**src/rtl/store_buffer.sv**
```systemverilog
// store_buffer: queues STB/STW stores and drains each entry to memory as a
// full-line read-modify-write (or a plain write when every byte is covered).
// Optional feature: define STORE_BUFFER_COALESCE_EN to merge same-line stores
// into the tail entry instead of allocating a new one.
module store_buffer #(
    parameter int ARCH_BITS        = 32,
    parameter int MEMORY_LINE_BITS = 128,
    parameter int DEPTH            = 4
) (
    input  logic                        clk,
    input  logic                        rst,
    input  logic                        stReq,
    input  logic                        stByte,
    input  logic [ARCH_BITS-1:0]        stAddr,
    input  logic [ARCH_BITS-1:0]        stData,
    output logic                        stReady,
    output logic [ARCH_BITS-1:0]        memReadAddr,
    output logic                        memReadReq,
    input  logic [MEMORY_LINE_BITS-1:0] memData,
    input  logic                        memDataValid,
    output logic [ARCH_BITS-1:0]        memWriteAddr,
    output logic [MEMORY_LINE_BITS-1:0] memWriteData,
    output logic                        memWriteEnable,
    input  logic                        memWriteDone,
    input  logic [ARCH_BITS-1:0]        ldAddr,
    output logic                        ldHit,
    output logic                        empty
);
    localparam int LINE_BYTES = MEMORY_LINE_BITS / 8;
    localparam int OFF_BITS   = $clog2(LINE_BYTES);
    localparam int LINE_W     = ARCH_BITS - OFF_BITS;
    localparam int WORD_BYTES = ARCH_BITS / 8;
    localparam int WORD_SHIFT = $clog2(WORD_BYTES);
    localparam int WORDS      = MEMORY_LINE_BITS / ARCH_BITS;
    localparam int PTR_W      = $clog2(DEPTH);
    localparam int CNT_W      = PTR_W + 1;

    typedef enum logic [1:0] {S_IDLE = 2'd0, S_RD = 2'd1, S_WR = 2'd2} state_t;

    // Entry storage (no reset needed: validity comes from head/count)
    logic [LINE_W-1:0]           line_q [DEPTH];
    logic [MEMORY_LINE_BITS-1:0] data_q [DEPTH];
    logic [LINE_BYTES-1:0]       mask_q [DEPTH];

    logic [PTR_W-1:0]            head_q, head_d, tail_q, tail_d;
    logic [CNT_W-1:0]            count_q, count_d;
    state_t                      state_q, state_d;
    logic [MEMORY_LINE_BITS-1:0] merged_q;

    logic [LINE_W-1:0]           st_line, ld_line;
    logic [LINE_BYTES-1:0]       st_mask, head_mask, head_mask_eff;
    logic [MEMORY_LINE_BITS-1:0] st_data, st_bits, head_bits, head_data_eff;
    logic [DEPTH-1:0]            hit_vec;
    logic                        accept, push, pop, coalesce;
    logic                        unused_ld_offset;

    assign st_line   = stAddr[ARCH_BITS-1:OFF_BITS];
    assign ld_line   = ldAddr[ARCH_BITS-1:OFF_BITS];
    assign head_mask = mask_q[head_q];
    assign unused_ld_offset = ^ldAddr[OFF_BITS-1:0];

    // Store data is replicated across the line; the byte mask selects what counts
    assign st_data = stByte ? {LINE_BYTES{stData[7:0]}} : {WORDS{stData}};

    // Byte mask of the incoming store (STW ignores the low address bits)
    always_comb begin
        st_mask = '0;
        if (stByte) begin
            st_mask[stAddr[OFF_BITS-1:0]] = 1'b1;
        end else begin
            st_mask = {{(LINE_BYTES-WORD_BYTES){1'b0}}, {WORD_BYTES{1'b1}}}
                      << (WORD_BYTES * int'(stAddr[OFF_BITS-1:WORD_SHIFT]));
        end
    end

    for (genvar gi = 0; gi < LINE_BYTES; gi++) begin : g_bits
        assign st_bits[8*gi +: 8]   = {8{st_mask[gi]}};
        assign head_bits[8*gi +: 8] = {8{head_mask[gi]}};
    end

    assign stReady = (count_q != CNT_W'(DEPTH));
    assign accept  = stReq && stReady;
    assign pop     = (state_q == S_WR) && memWriteDone;

`ifdef STORE_BUFFER_COALESCE_EN
    logic [PTR_W-1:0]            tail_last;
    logic [MEMORY_LINE_BITS-1:0] merge_data;
    logic [LINE_BYTES-1:0]       merge_mask;

    assign tail_last  = tail_q - PTR_W'(1);
    // The head entry is frozen once a transaction for it is under way
    assign coalesce   = accept && (count_q != '0) && (line_q[tail_last] == st_line)
                        && ((tail_last != head_q) || (state_q == S_IDLE));
    assign merge_data = (data_q[tail_last] & ~st_bits) | (st_data & st_bits);
    assign merge_mask = mask_q[tail_last] | st_mask;
    // Head view including a merge landing on the same edge
    assign head_data_eff = (coalesce && (tail_last == head_q)) ? merge_data : data_q[head_q];
    assign head_mask_eff = (coalesce && (tail_last == head_q)) ? merge_mask : head_mask;
`else
    assign coalesce      = 1'b0;
    assign head_data_eff = data_q[head_q];
    assign head_mask_eff = head_mask;
`endif

    assign push = accept && !coalesce;

    // Entry array writes: allocate at tail, or merge into the last entry
    always_ff @(posedge clk) begin
        if (push) begin
            line_q[tail_q] <= st_line;
            data_q[tail_q] <= st_data;
            mask_q[tail_q] <= st_mask;
        end
`ifdef STORE_BUFFER_COALESCE_EN
        else if (coalesce) begin
            data_q[tail_last] <= merge_data;
            mask_q[tail_last] <= merge_mask;
        end
`endif
    end

    // FIFO pointer and occupancy next-state
    always_comb begin
        head_d  = pop  ? head_q + PTR_W'(1) : head_q;
        tail_d  = push ? tail_q + PTR_W'(1) : tail_q;
        count_d = count_q;
        case ({push, pop})
            2'b10:   count_d = count_q + CNT_W'(1);
            2'b01:   count_d = count_q - CNT_W'(1);
            default: count_d = count_q;
        endcase
    end

    // FIFO pointer and occupancy registers
    always_ff @(posedge clk) begin
        if (rst) begin
            head_q  <= '0;
            tail_q  <= '0;
            count_q <= '0;
        end else begin
            head_q  <= head_d;
            tail_q  <= tail_d;
            count_q <= count_d;
        end
    end

    // FSM state register
    always_ff @(posedge clk) begin
        if (rst) state_q <= S_IDLE;
        else     state_q <= state_d;
    end

    // FSM next-state: fully covered head lines skip the memory read
    always_comb begin
        state_d = state_q;
        case (state_q)
            S_IDLE: if (count_q != '0) state_d = (&head_mask_eff) ? S_WR : S_RD;
            S_RD:   if (memDataValid)  state_d = S_WR;
            S_WR:   if (memWriteDone)  state_d = S_IDLE;
            default: state_d = S_IDLE;
        endcase
    end

    // Line to be written: merged with memory after a read, or taken whole
    always_ff @(posedge clk) begin
        if (rst) begin
            merged_q <= '0;
        end else if ((state_q == S_RD) && memDataValid) begin
            merged_q <= (memData & ~head_bits) | (data_q[head_q] & head_bits);
        end else if ((state_q == S_IDLE) && (state_d == S_WR)) begin
            merged_q <= head_data_eff;
        end
    end

    // FSM outputs: request levels and zeroed address/data when inactive
    always_comb begin
        memReadReq     = (state_q == S_RD);
        memWriteEnable = (state_q == S_WR);
        memReadAddr    = memReadReq     ? {line_q[head_q], {OFF_BITS{1'b0}}} : '0;
        memWriteAddr   = memWriteEnable ? {line_q[head_q], {OFF_BITS{1'b0}}} : '0;
        memWriteData   = memWriteEnable ? merged_q : '0;
        empty          = (count_q == '0) && (state_q == S_IDLE);
    end

    // Load-hazard detection over the currently valid entries
    for (genvar gi = 0; gi < DEPTH; gi++) begin : g_hit
        logic [PTR_W-1:0] rel;
        assign rel         = PTR_W'(gi) - head_q;
        assign hit_vec[gi] = ({1'b0, rel} < count_q) && (line_q[gi] == ld_line);
    end
    assign ldHit = |hit_vec;

endmodule

```
**config.mk**
```make
export PLATFORM = sky130hd
export DESIGN_NAME = store_buffer
export DESIGN_NICKNAME = d
export VERILOG_FILES = /design/src/rtl/store_buffer.sv
export SDC_FILE = /design/constraint.sdc
export NUM_CORES = 1
export LEC_CHECK = 0
export BUFFER_PORTS_ARGS = -buffer_cell sky130_fd_sc_hd__buf_2
export CORE_MARGIN = 2
export CORE_UTILIZATION = 50
export CTS_CLUSTER_SIZE = 20
export DETAILED_ROUTE_END_ITERATION = 12
export GPL_ROUTABILITY_DRIVEN = 1
export GPL_TIMING_DRIVEN = 0
export PLACE_DENSITY_LB_ADDON = 0.25
export SETUP_SLACK_MARGIN = 0.5
export SLEW_MARGIN = 25
export SYNTH_ARGS = -nofsm -noshare
export SYNTH_HDL_FRONTEND = slang
export SYNTH_SLANG_ARGS = --single-unit
```
**constraint.sdc**
```tcl
create_clock -name clk -period 8.7 [get_ports clk]
set_clock_uncertainty 0.15 [all_clocks]
set_input_delay 0.87 -clock clk [delete_from_list [all_inputs] [get_ports clk]]
set_output_delay 0.87 -clock clk [all_outputs]
set_load 0.05 [all_outputs]
```
=== Word level (Yosys, flattened, before mapping) ===
Memories as Yosys holds them, arrays and structs flattened. A register that Yosys moved wholly into a read port is not among the register bits.
Cells that the tools add are included.

* Bits in writable memories: 688
* Word-level logic and storage cells: 77
* Register bits after elaboration: 137
* Input port bits: 230
* Memories kept: 3

{| class="wikitable"
|+ Memory list
! memory !! depth !! width !! rd ports !! clocked after memory_dff !! wr ports !! RTL line !! RTL
|-
| data_q || 4 || 128 || 1 || 1 || 1 || 42 || <nowiki>logic [MEMORY_LINE_BITS-1:0] data_q [DEPTH];</nowiki>
|-
| line_q || 4 || 28 || 5 || 1 || 1 || 41 || <nowiki>logic [LINE_W-1:0] line_q [DEPTH];</nowiki>
|-
| mask_q || 4 || 16 || 1 || 1 || 1 || 43 || <nowiki>logic [LINE_BYTES-1:0] mask_q [DEPTH];</nowiki>
|}

* Add/sub/neg operators: 8
* Equality and inequality tests: 10
* Shifts and indexed selects: 1
* Bitwise gates (word level): 4
* Reduce and logical (&&, ||, !) cells: 17
* $lt $le $gt $ge: 6
* Multiplexer cells: 23

{| class="wikitable"
|+ Operators by type and width
! kind !! count
|-
| 128-bit two-way mux || 4
|-
| 128-bit bitwise AND || 2
|-
| 128-bit inverter || 1
|-
| 128-bit OR || 1
|-
| 28-bit == test || 4
|-
| 32-bit two-way mux || 2
|-
| 2-bit two-way mux || 10
|-
| 16-bit two-way mux || 1
|-
| 16-bit AND reduction || 1
|-
| 4-bit by 4-bit left shift with 16-bit output, first input constant || 1
|-
| 2-bit by 3-bit less-than comparator with 1-bit output || 4
|-
| 1-bit logical AND || 10
|-
| 2-bit == test, second input constant || 3
|-
| 2-bit one-hot mux with 3 select lines || 1
|-
| 3-bit one-hot mux with 2 select lines || 1
|-
| 4-bit by 5-bit less-than comparator with 1-bit output, second input constant || 1
|-
| 2-bit by 1-bit adder with 2-bit output, second input constant || 2
|-
| 1-bit demux with 4-bit select || 1
|-
| 2-bit by 1-bit == test with 1-bit output, second input constant || 2
|-
| 4-bit by 1-bit greater-or-equal comparator with 1-bit output, second input constant || 1
|-
| 2-bit nonzero test || 2
|-
| 4-bit OR reduction || 1
|-
| 1-bit by 2-bit subtractor with 2-bit output, first input constant || 2
|-
| 2-bit subtractor, first input constant || 2
|-
| 7 further kinds || 9
|}

=== Longest topological paths before layout ===
Gate-level depths: netlist of the first run.

* Word-level depth: 8
* Depth in mapped cells: 10
* Gate-level depth less buffers: 10

=== Worst setup path before layout of the first run ===
OpenSTA, ideal clock, no wires.

* Path kind: flip-flop to flip-flop
* Start: register count_q[1]
* End: memory data_q[0][100] (enable)
* Required time: 8.107 ns
* Path slack: 5.261 ns
* Cell stages (with the launch flop): 4
* Data arrival time: 2.846 ns
* Cell sequence: dfxtp_1 inv_1 nand3_1 and3_1

* Word-level cells in the longest chain between the ends: 4

{| class="wikitable"
|+ Ends and longest elaborated chain
! element !! RTL line !! RTL
|-
| start, declared || 46 || <nowiki>logic [CNT_W-1:0] count_q, count_d;</nowiki>
|-
| start signal, assigned || 143 || <nowiki>count_q <= count_d;</nowiki>
|-
| 3-bit inequality test || 81 || <nowiki>assign stReady = (count_q != CNT_W'(DEPTH));</nowiki>
|-
| via stReady || 16 || <nowiki>output logic stReady,</nowiki>
|-
| 1-bit logical AND || 82 || <nowiki>assign accept = stReq && stReady;</nowiki>
|-
| 1-bit two-way mux || 109 || <nowiki>if (push) begin</nowiki>
|-
| 1-bit two-way mux (implied by the code) || 111 || <nowiki>data_q[tail_q] <= st_data;</nowiki>
|-
| end, declared || 42 ||
|}

The timed path passes the listed nets, and every way through them passes these cells.

==> flow_summary.toml, run 1 <==
[outcome]
status = "completed"

[route]
wire_per_inst_microns = 25.3
vias_per_cell = 5.79
routed.top_layer = "met5"
wirelength_met1_mm = 26.5
drc = 0
wirelength_mm = 65.2
dr_wl_met3_mm = 4.77
dr.pass1.iters = 5
ant_nets = 0
wl_met2_mm = 31.8
detail_route.iter0.violations = 1513
via_count = 14952

[place]
dp.cells = 2481
routabilityCongestion = 0.894
dp_hpwl_mm = 49.2
port_buffers = 409

[logic_synthesis]
synth_compound_area_share_pct = 9.94
yosys.area.top_type = "edfxtp_1"
synth_ff_type = "edfxtp_1"
synth_cell_type_count = 39
synth_seq_cells = 443
ys_top_cells_by_area = "edfxtp_1, dfxtp_1, a221oi_2, mux4_2, mux2i_1"
yosysMostFrequentCell = "edfxtp_1"
synth-xor-area-share_pct = 4.88
synth-edff-count = 304
synth_async_sr_flop_share_pct = 0
syn_area_sq_um = 21200
synthMuxAreaShare_pct = 14.1
synth_fa_ha_area_share_pct = 0.626
syn_inst = 1520
yosysSeqAreaShare_pct = 56.2
yosysTopAreaCellShare_pct = 43.1
synthTopCellsByCount = "edfxtp_1, and2_1, nor2_1"
syn-mean-instance-area_sq_um = 13.9
ys_warn_count = 0
yosys.area_share.simple_pct = 10.7
synth_top_family_by_area = "multiplexers"

[cts]
cts-root-buf = "clkbuf_16"
cts_tree = "done"
clkLatencyLatePin_ns = 0.58
postCtsHoldBufs = 0
htree_num_levels = 2
path_clk_slew_ns = 0.06
numClockSinks = 443
cts_buffers = 46
clock_path_buffers = 3
cts_resized = 0
post-cts-setup-buffers = 0

[global_route]
grt_pass1_vias = 14681
grtUsageTotal_pct = 29.0
grt-ovfl-total = 0
grt_pass1_wl_mm = 93.4
grt_max_degree = 41
antenna_found_initial = 14

[pwr]
p_seq_share_pct = 46.5
p_sw_share_pct = 27.6
p_clk_share_pct = 37.1
internal-power_w = 0.00382
p_comb_share_pct = 16.4
peakVddDrop_mv = 0.197
p_switching_w = 0.00146
power.leakage_nw = 9.42
p_per_area_nw_per_um2 = 206

[setup_path]
required_ns = 7.68
crit_chain = "buf_1 -> clkbuf_1 -> buf_1 -> mux4_2 -> and2_1 -> buf_2"
critPathKind = "reg2out"
critical_path.max_fanout = 10
critPathSlowestCell = "buf_1"
crit_top_cell = "buf_1"
cp-end-kind = "output port"
slowest_delay_ns = 0.64
start_kind = "flip-flop"
arrival_ns = 3.66

[floorplanning]
die_width_microns = 210
rows = 75
io_pins = 427
die-area_sq_um = 44000
initial_utilization_pct = 50.6
core_sq_um = 41900
die_h_microns = 210

[timing]
whs_ns = 0.352
slew_violations = 0
period_needed_ns = 4.68
setup_tns_ns = 0
relSlewSlack_pct = 36.1
fmax_ghz = 0.214
fin_crit_sh_pct = 53.8
setup_viol = 0
worst_pin_slew_ns = 0.959
hold_violations = 0
rsz0062_at_grt = "no"

[cells_and_area]
drive_above_1_share_pct = 36.8
fill_cells = 3329
synthToLayoutAreaGrowth_pct = 20.9
layoutNonFillerInstCount = 2582
finish.net_count = 2230
final_util_pct = 61.2

[job]
drv_cap = 0

[hold_path]
hold_class = "reg2reg"
-- routing by layer --
layer,vias up,global-route usage [%]
met5,-,0
met4,2,11.1
met3,123,4.97
met2,698,48.1
met1,7467,38.4
li1,6662,-
-- through the flow --
| step | setup WS (ns) | total power (W) | instance area [sq um] |
|---|---|---|---|
| 2_1_floorplan | 5.26 | 0.00306 | 21200 |
| 3_3_place_gp | 3.79 | 0.00334 | 23900 |
| 3_5_place_dp | 4.62 | 0.00336 | 24100 |
| 4_1_cts | 3.99 | 0.00529 | 25600 |
| 5_1_grt | 3.90 | 0.00544 | 25600 |
| 6_report | 4.02 | 0.00528 | 25600 |
-- critical path, delay by kind of cell (launching register included) --
kind / cells / cell delay (ns)
buffers and inverters: 4 / 2.04
flip-flops: 1 / 0.42
multiplexers: 1 / 0.44
AND/OR/NAND/NOR: 1 / 0.17
-- worst paths after layout --
kind / from / to / slack, ns / cells past startpoint
worst max-delay path: flip-flop / memWriteAddr[21] / 4.02 / 6
worst min-delay path: tail_q[1] / tail_q[1] / 0.35 / 2
worst max register to register: flip-flop / merged_q[2] / 5.60 / 8
worst min register to register: tail_q[1] / tail_q[1] / 0.35 / 2
-- cells by family (layout without fill, tap and decap cells) --
group	Yosys count	count (layout)
AO/OA/AOI/OAI	172	172
buffers and inverters	143	643
flip-flops	443	443
other	1	24
adder cells (fa/ha/maj)	10	10
AND/OR/NAND/NOR	429	429
multiplexers	204	204
XOR/XNOR	118	118
-- area by class of cell --
type                       count  area (sq um)  area share, %
tap                          539           674           2.63
timing repair buffer         415          2180           8.52
clock buffer                  61          1250           4.88
clock inverter                24           229          0.894
multi-input combinational    941          8590           33.6
antenna                       16          40.0          0.156
buffer                       110           608           2.37
sequential                   443         11900           46.5
inverter                      33           124          0.484
-- placed cells by master (no fill, tap or decap), types with 7 or more instances in the layout --
master	n
clkinv_2	7
dfxtp_1	139
o21ai_0	29
a21oi_1	9
xnor2_1	36
nor2_2	16
buf_6	11
clkbuf_1	73
clkbuf_16	47
a221oi_1	8
a221oi_2	120
clkinv_1	7
nor4_1	24
edfxtp_1	304
nor2_1	148
nand4_1	16
nand2_1	15
xor2_1	82
buf_4	23
inv_1	33
diode_2	16
ha_1	9
buf_2	421
conb_1	8
mux4_2	76
and2_1	187
mux2i_1	128
-- flip-flops by register name, summed over array words and instances (netlist names), named ones only --
name / count
count_q: 3
line_q: 112
tail_q: 2
mask_q: 64
data_q: 128
head_q: 2
merged_q: 128
state_q: 2
-- power by group through the flow --
stage | logic, W | registers [W] | clock network (W)
detailed placement | 0.000859 | 0.00250 | 0
global placement | 0.000833 | 0.00250 | 0
floorplan | 0.000570 | 0.00249 | 0
global route | 0.000915 | 0.00247 | 0.00205
finish | 0.000866 | 0.00246 | 0.00196
CTS | 0.000861 | 0.00245 | 0.00198
Power figures use the tool's default switching activity.
==> run 2, diff against run 1 <==
Clock period 8.7 ns to 4.8 ns, I/O delays scaled along.
==> flow_summary.toml, run 2 (same netlist as run 1, synthesis figures left out) <==
[outcome]
status = "completed"

[timing]
slew_violations = 0
rsz0062_at_grt = "no"
period_needed_ns = 4.04
setup_viol = 0
worst_pin_slew_ns = 0.952
fmax_ghz = 0.247
timing.final.ws_setup_ns = 0.759
setup_tns_ns = 0
fin_crit_sh_pct = 84.2
relSlewSlack_pct = 36.5
hold_violations = 0

[setup_path]
required_ns = 4.17
critPathKind = "reg2out"
cp-end-kind = "output port"
r2r_cells = 8
cp_top_family = "buffers and inverters"
slowest_delay_ns = 0.60
crit_chain = "buf_1 -> clkbuf_2 -> clkbuf_1 -> mux4_2 -> and2_1 -> buf_2"
critPathSlowestCell = "buf_1"
arrival_ns = 3.41
worstReg2RegEnd = "merged_q[2]"
path_depth = 6
cp.buffers_inverters = 4
start_kind = "flip-flop"
r2r_slack_ns = 1.69
critical_path.max_fanout = 10

[pwr]
p_per_area_nw_per_um2 = 370
power_w = 0.00960
power.leakage_nw = 9.57
peakVddDrop_mv = 0.357

[cts]
path_clk_slew_ns = 0.06
htree_num_levels = 2
clkLatencyLatePin_ns = 0.58
cts-root-buf = "clkbuf_16"
post-cts-setup-buffers = 0
clock_path_buffers = 3
numClockSinks = 443
cts_tree = "done"
cts_buffers = 46

[route]
ant_nets = 0
vias_per_cell = 5.77
dr.pass1.iters = 5
via_count = 15093
drc = 0
wire_per_inst_microns = 25.1
wirelength_mm = 65.7
detail_route.iter0.violations = 1592

[hold_path]
hold_class = "in2reg"
holdPathEnd = "data_q[0][96]"
min_from = "stData[0]"
hold_depth = 1

[global_route]
grt_max_degree = 41
grt_pass1_wl_mm = 94.2
antenna_found_initial = 13
grt-ovfl-total = 0
grtUsageTotal_pct = 29.2
grt_pass1_vias = 14862

[floorplanning]
core_sq_um = 41900
die_h_microns = 210
rows = 75
die_width_microns = 210
initial_utilization_pct = 50.6
die-area_sq_um = 44000
io_pins = 427

[job]
drv_cap = 0

[cells_and_area]
final_util_pct = 62.0
top_regs = "data_q (128), merged_q (128), line_q (112)"
layout_commonest_cell = "buf_2"
fill_cells = 3304
synthToLayoutAreaGrowth_pct = 22.5
final_cell_mix = "buf_2, edfxtp_1, and2_1"
finish.net_count = 2265
drive_above_1_share_pct = 36.2

[place]
dp_slack_ns = 1.11
port_buffers = 409
dp_hpwl_mm = 49.2
routabilityCongestion = 0.894
## run 2: what timing repair did
action,4_1_cts,5_1_grt
hold buffers,35,0
cloned,0,0
gates resized for setup,1,2
endpoints found under the hold margin,140,0
endpoints found under the setup margin,5,18
## run 2: final cells by class
class	count	area [sq um]	area share, %
Sequential cell	443	11900	45.9
Multi-Input combinational cell	941	8590	33.1
Timing Repair Buffer	450	2530	9.76
Clock buffer	61	1250	4.81
Tap cell	539	674	2.60
Buffer	110	611	2.35
Clock inverter	24	229	0.882
Inverter	33	124	0.477
Antenna cell	14	35.0	0.135
## run 2: power by group
group / internal [W] / switching (W) / total (W)
clock: 0.00205 / 0.00151 / 0.00355
sequential: 0.00435 / 0.000104 / 0.00445
combinational: 0.000552 / 0.00104 / 0.00159
total: 0.00695 / 0.00265 / 0.00960
## run 2: routing by layer
metal / GRT usage (%) / vias to the layer above / share of wire (%)
met2: 48.7 / 704 / 49
met3: 4.55 / 122 / 7.2
met5: 0 / - / 0.012
met4: 11.1 / 2 / 3.3
met1: 38.8 / 7522 / 40
li1: - / 6743 / -
## run 2: how the worst max path moves through the flow
stage	startpoint	end	slack, ns
3_3_place_gp	count_q[0]	data_q[0][123]	0.15
3_5_place_dp	flip-flop	memWriteAddr[30]	1.11
4_1_cts	flip-flop	memWriteAddr[11]	0.54
2_1_floorplan	count_q[1]	data_q[0][100]	1.36
5_1_grt	flip-flop	memWriteAddr[18]	0.64
6_report	flip-flop	memWriteAddr[11]	0.76
## run 2: stage by stage
stage	instances	area, sq um	hold slack (ns)
6_report	2615	26000	0.0246
5_1_grt	2612	26000	0.0370
4_1_cts	2601	25900	0.00573
3_5_place_dp	2481	24100	0.344
3_3_place_gp	2475	23900	0.332
2_1_floorplan	1527	21200	0.319
